## config.mk

```make
export PLATFORM = sky130hd
export DESIGN_NAME = exu_alu_seq_flat
export DESIGN_NICKNAME = d
export VERILOG_FILES = /design/src/rtl/exu_alu_seq_pkg.sv /design/src/rtl/exu_alu_seq_if.sv /design/src/rtl/exu_alu_shift_unit.sv /design/src/rtl/exu_alu_seq.sv /design/src/flat_wrapper.sv
export SDC_FILE = /design/constraint.sdc
export NUM_CORES = 1
export LEC_CHECK = 0
export CORE_MARGIN = 3
export CORE_UTILIZATION = 40
export DETAILED_ROUTE_END_ITERATION = 8
export PLACE_DENSITY_LB_ADDON = 0.15
export SLEW_MARGIN = 25
export SYNTH_ARGS = -nofsm -noshare
export SYNTH_HDL_FRONTEND = slang
export SYNTH_SLANG_ARGS = --single-unit
```

## constraint.sdc

```tcl
create_clock -name clk -period 9.1 [get_ports clk]
set_input_delay 2.275 -clock clk [delete_from_list [all_inputs] [get_ports clk]]
set_output_delay 2.275 -clock clk [all_outputs]
set_load 0.005 [all_outputs]
```

## src/rtl/exu_alu_seq_pkg.sv

```systemverilog
// Shared encodings for the sequential ALU: function codes, FSM states and widths.
package exu_alu_seq_pkg;

  localparam int unsigned IsaWidth         = 32;
  localparam int unsigned AluFunctWidth    = 4;
  localparam int unsigned AluSeqStateWidth = 2;

  typedef enum logic [AluFunctWidth-1:0] {
    AluNoFunct    = 4'd0,
    AluAdd        = 4'd1,
    AluSub        = 4'd2,
    AluXor        = 4'd3,
    AluOr         = 4'd4,
    AluAnd        = 4'd5,
    AluEq         = 4'd6,
    AluNeq        = 4'd7,
    AluGreaterEq  = 4'd8,
    AluGreaterEqU = 4'd9,
    AluLessU      = 4'd10,
    AluShiftLL    = 4'd11,
    AluShiftRL    = 4'd12,
    AluShiftRA    = 4'd13
  } alu_funct_e;

  typedef enum logic [AluSeqStateWidth-1:0] {
    AluSeqIdle  = 2'd0,
    AluSeqShift = 2'd1,
    AluSeqDone  = 2'd2
  } alu_seq_state_e;

  function automatic logic is_shift(logic [AluFunctWidth-1:0] funct);
    return (funct == AluShiftLL) || (funct == AluShiftRL) || (funct == AluShiftRA);
  endfunction

endpackage

```

## src/rtl/exu_alu_seq_if.sv

```systemverilog
// Operand/result handshake bundle between the EXU select stage and the sequential ALU.
interface exu_alu_seq_if
  import exu_alu_seq_pkg::*;
#(
  parameter int unsigned Width      = IsaWidth,
  parameter int unsigned FunctWidth = AluFunctWidth
) ();

  logic                  in_valid;
  logic                  in_ready;
  logic [Width-1:0]      alu_a;
  logic [Width-1:0]      alu_b;
  logic [FunctWidth-1:0] alu_funct;
  logic                  out_valid;
  logic                  out_ready;
  logic [Width-1:0]      alu_result;

  modport master (
    output in_valid, alu_a, alu_b, alu_funct, out_ready,
    input  in_ready, out_valid, alu_result
  );

  modport slave (
    input  in_valid, alu_a, alu_b, alu_funct, out_ready,
    output in_ready, out_valid, alu_result
  );

endinterface

```

## src/rtl/exu_alu_shift_unit.sv

```systemverilog
// Iterative shifter: loads an operand and amount, then shifts one bit per cycle.
module exu_alu_shift_unit
  import exu_alu_seq_pkg::*;
#(
  parameter int unsigned Width     = IsaWidth,
  parameter int unsigned ShamtBits = $clog2(Width)
) (
  input  logic                 clk,
  input  logic                 rst,
  input  logic                 start_i,
  input  logic [Width-1:0]     a_i,
  input  logic [ShamtBits-1:0] shamt_i,
  input  logic                 left_i,
  input  logic                 arith_i,
  output logic [Width-1:0]     next_o,
  output logic                 done_o
);

  logic [Width-1:0]     work_q, work_d;
  logic [ShamtBits-1:0] cnt_q, cnt_d;
  logic                 left_q, arith_q;

  always_comb begin
    next_o = left_q ? {work_q[Width-2:0], 1'b0}
                    : {arith_q & work_q[Width-1], work_q[Width-1:1]};
    work_d = work_q;
    cnt_d  = cnt_q;
    if (start_i) begin
      work_d = a_i;
      cnt_d  = shamt_i;
    end else if (cnt_q != '0) begin
      work_d = next_o;
      cnt_d  = cnt_q - ShamtBits'(1);
    end
  end

  // Asserted on the cycle whose edge performs the final shift.
  assign done_o = (cnt_q == ShamtBits'(1));

  always_ff @(posedge clk) begin
    if (!rst) begin
      work_q  <= '0;
      cnt_q   <= '0;
      left_q  <= 1'b0;
      arith_q <= 1'b0;
    end else begin
      work_q <= work_d;
      cnt_q  <= cnt_d;
      if (start_i) begin
        left_q  <= left_i;
        arith_q <= arith_i;
      end
    end
  end

endmodule

```

## src/rtl/exu_alu_seq.sv

```systemverilog
// Multi-cycle ALU: single-cycle arithmetic/logic/compare, bit-serial shifts, valid/ready I/O.
module exu_alu_seq
  import exu_alu_seq_pkg::*;
#(
  parameter int unsigned Width       = IsaWidth,
  parameter int unsigned FunctWidth  = AluFunctWidth,
  parameter int unsigned ShamtBits   = 5
) (
  input  logic          clk,
  input  logic          rst,
  exu_alu_seq_if.slave  bus,
  output logic          busy
);

  alu_seq_state_e       state_q;
  logic [Width-1:0]     result_q;
  logic                 out_valid_q;
  logic [Width-1:0]     a, b, calc, shift_next;
  logic [FunctWidth-1:0] funct;
  logic [ShamtBits-1:0] shamt;
  logic                 accept, start_shift, shift_done;

  assign a      = bus.alu_a;
  assign b      = bus.alu_b;
  assign funct  = bus.alu_funct;
  assign shamt  = b[ShamtBits-1:0];

  assign bus.in_ready   = (state_q == AluSeqIdle) || ((state_q == AluSeqDone) && bus.out_ready);
  assign bus.out_valid  = out_valid_q;
  assign bus.alu_result = result_q;
  assign busy           = (state_q == AluSeqShift);

  assign accept      = bus.in_valid && bus.in_ready;
  assign start_shift = accept && is_shift(funct) && (shamt != '0);

  always_comb begin
    calc = '0;
    case (alu_funct_e'(funct))
      AluAdd:        calc = a + b;
      AluSub:        calc = a - b;
      AluXor:        calc = a ^ b;
      AluOr:         calc = a | b;
      AluAnd:        calc = a & b;
      AluEq:         calc = Width'(a == b);
      AluNeq:        calc = Width'(a != b);
      AluGreaterEq:  calc = Width'($signed(a) >= $signed(b));
      AluGreaterEqU: calc = Width'(a >= b);
      AluLessU:      calc = Width'(a < b);
      // Zero-amount shifts bypass the shifter and complete in one cycle.
      AluShiftLL, AluShiftRL, AluShiftRA: calc = a;
      default:       calc = '0;
    endcase
  end

  exu_alu_shift_unit #(
    .Width     (Width),
    .ShamtBits (ShamtBits)
  ) u_shift (
    .clk     (clk),
    .rst     (rst),
    .start_i (start_shift),
    .a_i     (a),
    .shamt_i (shamt),
    .left_i  (funct == AluShiftLL),
    .arith_i (funct == AluShiftRA),
    .next_o  (shift_next),
    .done_o  (shift_done)
  );

  always_ff @(posedge clk) begin
    if (!rst) begin
      state_q     <= AluSeqIdle;
      result_q    <= '0;
      out_valid_q <= 1'b0;
    end else begin
      unique case (state_q)
        AluSeqIdle, AluSeqDone: begin
          if (accept) begin
            if (start_shift) begin
              state_q     <= AluSeqShift;
              out_valid_q <= 1'b0;
            end else begin
              state_q     <= AluSeqDone;
              result_q    <= calc;
              out_valid_q <= 1'b1;
            end
          end else if ((state_q == AluSeqDone) && bus.out_ready) begin
            state_q     <= AluSeqIdle;
            out_valid_q <= 1'b0;
          end
        end
        AluSeqShift: begin
          if (shift_done) begin
            state_q     <= AluSeqDone;
            result_q    <= shift_next;
            out_valid_q <= 1'b1;
          end
        end
        default: begin
          state_q     <= AluSeqIdle;
          out_valid_q <= 1'b0;
        end
      endcase
    end
  end

endmodule

```

## src/flat_wrapper.sv

```systemverilog
// flat-port wrapper written by rule: the top's interface ports become plain ports
module exu_alu_seq_flat import exu_alu_seq_pkg::*;
#(
  parameter int unsigned Width       = IsaWidth,
  parameter int unsigned FunctWidth  = AluFunctWidth,
  parameter int unsigned ShamtBits   = 5
)
  (clk, rst, busy, bus_in_valid, bus_alu_a, bus_alu_b, bus_alu_funct, bus_out_ready, bus_in_ready, bus_out_valid, bus_alu_result);
  exu_alu_seq_if #(.Width(Width), .FunctWidth(FunctWidth)) bus_i ();
  input  logic clk;
  input  logic rst;
  output logic busy;
  input wire logic [$bits(bus_i.in_valid)-1:0] bus_in_valid;
  input wire logic [$bits(bus_i.alu_a)-1:0] bus_alu_a;
  input wire logic [$bits(bus_i.alu_b)-1:0] bus_alu_b;
  input wire logic [$bits(bus_i.alu_funct)-1:0] bus_alu_funct;
  input wire logic [$bits(bus_i.out_ready)-1:0] bus_out_ready;
  output wire logic [$bits(bus_i.in_ready)-1:0] bus_in_ready;
  output wire logic [$bits(bus_i.out_valid)-1:0] bus_out_valid;
  output wire logic [$bits(bus_i.alu_result)-1:0] bus_alu_result;
  assign bus_i.in_valid = bus_in_valid;
  assign bus_i.alu_a = bus_alu_a;
  assign bus_i.alu_b = bus_alu_b;
  assign bus_i.alu_funct = bus_alu_funct;
  assign bus_i.out_ready = bus_out_ready;
  assign bus_in_ready = bus_i.in_ready;
  assign bus_out_valid = bus_i.out_valid;
  assign bus_alu_result = bus_i.alu_result;
  exu_alu_seq #(.Width(Width), .FunctWidth(FunctWidth), .ShamtBits(ShamtBits)) u_core (.clk(clk), .rst(rst), .bus(bus_i), .busy(busy));
endmodule
```

==> results by group, run 1 <==
Run status
  • Outcome: finished, final reports clean

Global route
  • GR Util All Layers: 27.2%
  • First-pass GRT wire length: about 54000 um
  • Initial antenna violation count: 0
  • Vias in the first global route: 9721
  • Largest net degree at the start of global routing: 48
  • GRT overflow: 0

Die
  • Initial Util: between 40 and 50%
  • Die Height: about 160 um
  • Die width: 158 um
  • I/O Pins: about 110
  • Core area: 22700 um^2
  • Die area: around 25000 um^2
  • Rows: 55

Detailed routing
  • Routed len/inst: around 21 um
  • Drt pass-1 iters: 7
  • Vias/cell: 6.22
  • Via count: between 10000 and 15000
  • Final wirelength: ~35000 um
  • Initial DRC Count: 889
  • Drt drc: 0
  • Antenna Nets Post-Route: 0

Synth
  • Synth area leaders: dfxtp_1, ha_1, a21oi_1, nor2_1, o21ai_0
  • Mapped Nets: 1500
  • Mapped Area: 9280 um^2
  • Yosys top cell by area: dfxtp_1
  • Yosys Warn Count: 0
  • Yosys cell types: 92
  • Gate Count Post-Synth: 1327
  • Most common cell in the netlist: nor2_1
  • Most frequent cells after synthesis: nor2_1, a21oi_1, ha_1
  • #FFs+latches synth: 73
  • Synth Flop Type: dfxtp_1
  • Register area share after synthesis: 15.7%
  • FFs w/ async S/R, synth: 0%
  • Avg Cell Area, Syn: roughly 7 um^2
  • EDFF count, synth: 0
  • Top-area cell type share of the netlist area: between 15 and 20%

Timing
  • Fmax: approximately 0.17 GHz
  • RSZ-0062 raised after global routing: no
  • Setup-failing EPs final: 0
  • Hold_ws: around 0.46 ns
  • Clk_skew: around 0.0081 ns
  • Slew Viols, Final: 0
  • Slew margin rel.: approximately 27%
  • Fin worst setup slack: around 3.3 ns
  • Final Hold Fails: 0
  • Tcrit/Tclk final: between 60 and 70%
  • Min Tclk post-route: about 5.8 ns
  • Actual slew at the worst max-slew pin: 1.10 ns
  • Setup TNS: 0 ns

Power and ir drop
  • Peak VDD IR: 0.0000939 V
  • NetSw: ~0.81 mW
  • Int Power: about 1.0 mW
  • Combinational share of power: between 50% and 60%
  • Clock network power share: 20.5%
  • Switching Fraction: ~45%
  • Sequential power share: between 20 and 30%
  • Leakage: between 4 and 5 nW
  • PD cells: ~170 nW/um^2

Final layout
  • Area Overhead vs Synth: 15.6%
  • Fraction of layout cells with a size suffix above 1: under 10%
  • Fin area: around 11000 um^2
  • Antenna cells: 0
  • Nets: ~1500

Clock network
  • Setup bufs post-CTS: 0
  • Clock sink count: 73
  • # hold bufs at CTS: 0
  • H-tree Lvls: 3
  • CTS tree: done
  • Deepest clock path buffer count: 2
  • CTS Root Cell: clkbuf_16
  • CTS resizes: 0
  • Cts bufs inserted: 9
  • Worst-Skew Late Latency: about 0.35 ns
  • Worst-path clk slew: around 0.06 ns

Placement
  • PortBufs: around 110
  • Area after DPL: 10400 um^2
  • Post-Place Worst Slack: roughly 3.2 ns
  • Dpl hpwl: between 20000 and 30000 um
  • Gpl congestion: roughly 0.96

Min path
  • Worst Hold Class: register to register

Worst setup path
  • CP Max Fanout: 2
  • CP startpoint kind: primary input
  • Worst setup EP type: primary output
  • WP data arrival: 3.53 ns
  • Critical path class: primary input to primary output
  • Critical path required time: slightly below 7 ns

Job
  • Max cap viols: 0
-- area by class of cell --
cell class,count,area (um^2)
flip-flops and latches,73,1460
repair buffers,123,1190
fillers,2395,12000
clock buffers,11,233
inverters,98,368
clock inverters,5,56.3
well taps,285,357
multi-input cells,1067,7060
-- cell families after synthesis --
kind of cell / synth area share [%]
AND/OR/NAND/NOR: 19.8
flip-flops: 15.7
XOR/XNOR: 1.32
AO/OA/AOI/OAI: 37.0
adder cells (fa/ha/maj): 13.8
buffers and inverters: 8.69
multiplexers: 3.68
-- critical path, stage by stage --
cell,delay [ns]
clkdlybuf4s50_1,0.44
nand2b_1,0.11
nor2b_1,0.17
clkdlybuf4s50_1,0.54
-- layer usage --
metal / wire, um / track usage [%] / part of all wire (%)
met2: 15800 / 44.0 / 45
met5: 0 / 0 / 0
met4: 926 / 9.09 / 2.7
met3: 2390 / 3.86 / 6.8
met1: 15700 / 37.4 / 45
-- layout by cell type, fill, tap and decap left out, types with 4 or more instances in the layout --
cell,n
mux2i_1,33
clkbuf_16,9
a211o_1,6
o211ai_1,26
nand2_1,94
a211oi_1,51
o32ai_1,4
o2111ai_1,4
nand2b_1,10
o221ai_1,15
or2_2,4
a21oi_1,141
ha_1,99
o21ai_1,9
nand3_1,23
o221a_2,5
nor2_1,184
o21ai_0,81
a21o_1,12
o22ai_1,10
o21bai_1,20
xnor2_1,11
clkdlybuf4s50_1,106
nor2b_1,19
nor3_1,31
o31ai_1,16
a221oi_1,23
a22oi_1,4
dfxtp_1,72
and2_1,4
a31oi_1,14
a22o_1,6
o21a_1,6
buf_4,17
nand4_1,9
inv_1,96
nor4_1,8
a221o_1,5
-- state kept, by name (all words and copies together) (netlist names) --
register                count
u_core.bus.alu_result      32
u_core.u_shift.work_q      32
u_core.u_shift.cnt_q        5
u_core.bus.out_valid        1
u_core.state_q              1
u_core.u_shift.arith_q      1
u_core.u_shift.left_q       1
-- worst paths after layout --
| check | startpoint | endpoint | slack, ns | cells past startpoint |
|---|---|---|---|---|
| worst min register to register | u_core.bus.alu_result[23]$_SDFFE_PN0P_ | u_core.bus.alu_result[23]$_SDFFE_PN0P_ | 0.46 | 2 |
| worst min-delay path | u_core.bus.alu_result[23]$_SDFFE_PN0P_ | u_core.bus.alu_result[23]$_SDFFE_PN0P_ | 0.46 | 2 |
| worst max-delay path | bus_out_ready | bus_in_ready | 3.29 | 4 |
| worst max register to register | u_core.bus.out_valid$_SDFFE_PN0P_ | u_core.bus.alu_result[24]$_SDFFE_PN0P_ | 6.08 | 7 |
-- power by group through the flow --
stage          combinational [mW]  clock [mW]  sequential, mW
5_1_grt                      1.08       0.389           0.496
4_1_cts                     0.948       0.381           0.487
3_3_place_gp                0.938           0           0.494
3_5_place_dp                0.941           0           0.493
6_report                    0.959       0.374           0.489
2_1_floorplan               0.704           0           0.463
-- stage by stage --
stage          std cells  utilization, %  power (mW)
3_3_place_gp        1646            46.0        1.43
3_5_place_dp        1646            46.0        1.43
4_1_cts             1662            47.2        1.82
2_1_floorplan       1327               -        1.17
6_report            1662            47.2        1.82
5_1_grt             1662            47.2        1.96
Power figures use the tool's default switching activity.
==> inputs of run 2 (changes only) <==
==> constraint.sdc (replaced) <==
create_clock -name clk -period 5.82 [get_ports clk]
set_input_delay 1.455 -clock clk [delete_from_list [all_inputs] [get_ports clk]]
set_output_delay 1.455 -clock clk [all_outputs]
set_load 0.005 [all_outputs]
==> run 2 against run 1 <==
  * Design area up 0.99%
  * Core utilization up 0.47 points
  * Highest routed layer unchanged
  * First-iteration DRC count up 25%
  * Sequential share of layout area fell by 0.13 points
  * Critical endpoint is now u_core.bus.alu_result[28]$_SDFFE_PN0P_
  * Clock skew is 0.0011 ns lower
  * Cell count rose by 0.54%
  * Total power rose by 60%
==> results by group, run 2 (synthesis gave the netlist of run 1 again) <==
Die
  • I/O Pins: about 110
  • Die width: roughly 160 um
  • Initial Util: 40.9%
  • Core area: approximately 23000 um^2
  • Rows: 55
  • Die area: approximately 25000 um^2
  • Die Height: 158 um

Clock network
  • Worst-Skew Late Latency: around 0.36 ns
  • Worst-path clk slew: 0.06 ns
  • Cts bufs inserted: 9
  • Clock sink count: between 70 and 80
  • # hold bufs at CTS: 0
  • Setup bufs post-CTS: 0
  • CTS Root Cell: clkbuf_16
  • CTS tree: done
  • H-tree Lvls: 3
  • CTS resizes: 0
  • Deepest clock path buffer count: 2

Power and ir drop
  • Combinational share of power: 51.6%
  • Leakage: 4.30 nW
  • Peak VDD IR: between 0.00015 and 0.0002 V
  • Sequential power share: between 20% and 30%
  • PD cells: between 200 and 300 nW/um^2
  • Clock network power share: between 20% and 30%
  • NetSw: approximately 1.3 mW
  • Int Power: 1.64 mW
  • Switching Fraction: a little over two fifths

Placement
  • Area after DPL: about 11000 um^2
  • PortBufs: between 100 and 150
  • Dpl hpwl: 26600 um
  • Gpl congestion: ~0.97

Worst setup path
  • CP startpoint kind: primary input
  • Worst setup EP type: register
  • Critical path required time: a little over 6 ns
  • Reg2reg start: u_core.u_shift.cnt_q[2]$_SDFFE_PN0P_
  • WP data arrival: around 5.0 ns
  • Critical path class: primary input to register
  • Critical Path Source: bus_alu_a[16]
  • CP Max Fanout: 17

Timing
  • Fmax: 0.213 GHz
  • Actual slew at the worst max-slew pin: 0.981 ns
  • Hold_ws: roughly 0.46 ns
  • Final Hold Fails: 0
  • Slew margin rel.: around a third
  • RSZ-0062 raised after global routing: no
  • Setup-failing EPs final: 0
  • Min Tclk post-route: 4.70 ns
  • Tcrit/Tclk final: 80.8%
  • Clk_skew: between 0.006 and 0.007 ns
  • Setup TNS: 0 ns
  • Slew Viols, Final: 0

Min path
  • Worst Hold Class: register to register
  • Hold_sp: u_core.bus.alu_result[23]$_SDFFE_PN0P_

Detailed routing
  • Vias/cell: around 6.2
  • Antenna Nets Post-Route: 0
  • Drt pass-1 iters: 6
  • Routed len/inst: between 20 and 25 um
  • Final wirelength: ~35000 um
  • Drt drc: 0
  • Via count: about 10000
  • Initial DRC Count: between 1000 and 1500

Global route
  • First-pass GRT wire length: about 55000 um
  • GR Layer Usage met3: between 3 and 4%
  • GR Util All Layers: about 28%
  • Vias in the first global route: between 9000 and 10000
  • Initial antenna violation count: 0
  • Met2 Use GR: 45.3%
  • Layer with the highest usage: met2
  • Grt met1 use: about two fifths
  • Largest net degree at the start of global routing: 48
  • GRT overflow: 0

Final layout
  • Most frequent cells in the layout: nor2_1, a21oi_1, clkdlybuf4s50_1
  • Fraction of layout cells with a size suffix above 1: under 10%
  • Area Overhead vs Synth: 16.7%
  • Most common cell after layout, fill and taps aside: nor2_1
  • Antenna cells: 0
  • Fin area: between 10000 and 15000 um^2
  • Nets: about 1600

Job
  • Max cap viols: 0

Run status
  • Outcome: finished, final reports clean
==> run 2: worst paths after layout <==
| kind | endpoint | slack (ns) | cells past startpoint |
|---|---|---|---|
| setup / recovery | u_core.bus.alu_result[28]$_SDFFE_PN0P_ | 1.12 | 11 |
| hold / removal | u_core.bus.alu_result[23]$_SDFFE_PN0P_ | 0.46 | 2 |
| setup reg to reg | u_core.bus.alu_result[24]$_SDFFE_PN0P_ | 3.23 | 6 |
| hold reg to reg | u_core.bus.alu_result[23]$_SDFFE_PN0P_ | 0.46 | 2 |
==> run 2: per-stage QoR <==
step | total power [mW] | std cells | setup slack, ns | util [%]
5_1_grt | 3.13 | 1671 | 0.843 | 47.7
2_1_floorplan | 1.82 | 1327 | 1.75 | -
3_5_place_dp | 2.25 | 1655 | 0.863 | 46.3
3_3_place_gp | 2.25 | 1655 | 0.854 | 46.3
4_1_cts | 2.90 | 1671 | 1.21 | 47.7
6_report | 2.91 | 1671 | 1.12 | 47.7
==> run 2: per-layer routing <==
metal	vias up	share of wire, %
met5	-	0
met4	0	2.4
met3	73	7.1
met2	465	45
met1	4884	45
li1	4959	-
==> run 2: final cells by class <==
class | instances | area [um^2]
clock buffer | 12 | 246
clock inverter | 4 | 76.3
fill | 2363 | 11900
inverter | 98 | 368
multi-input combinational | 1067 | 7060
sequential | 73 | 1460
tap | 285 | 357
timing repair buffer | 132 | 1270
==> run 2: power by group through the flow <==
stage          clock network [mW]  logic [mW]  registers, mW
5_1_grt                     0.667        1.68          0.780
3_5_place_dp                    0        1.48          0.774
3_3_place_gp                    0        1.47          0.775
4_1_cts                     0.653        1.49          0.763
6_report                    0.641        1.50          0.767
2_1_floorplan                   0        1.10          0.724
==> run 2: worst max-delay path, stage by stage <==
cell and delay [ns]:
clkdlybuf4s50_1 0.59, inv_1 0.07, ha_1 0.64, nand2_1 0.18, o21ai_0 0.37, a21oi_1 0.21
nor3_1 0.47, nor3_1 0.20, o21bai_1 0.29, mux2_2 0.36, a21oi_1 0.13
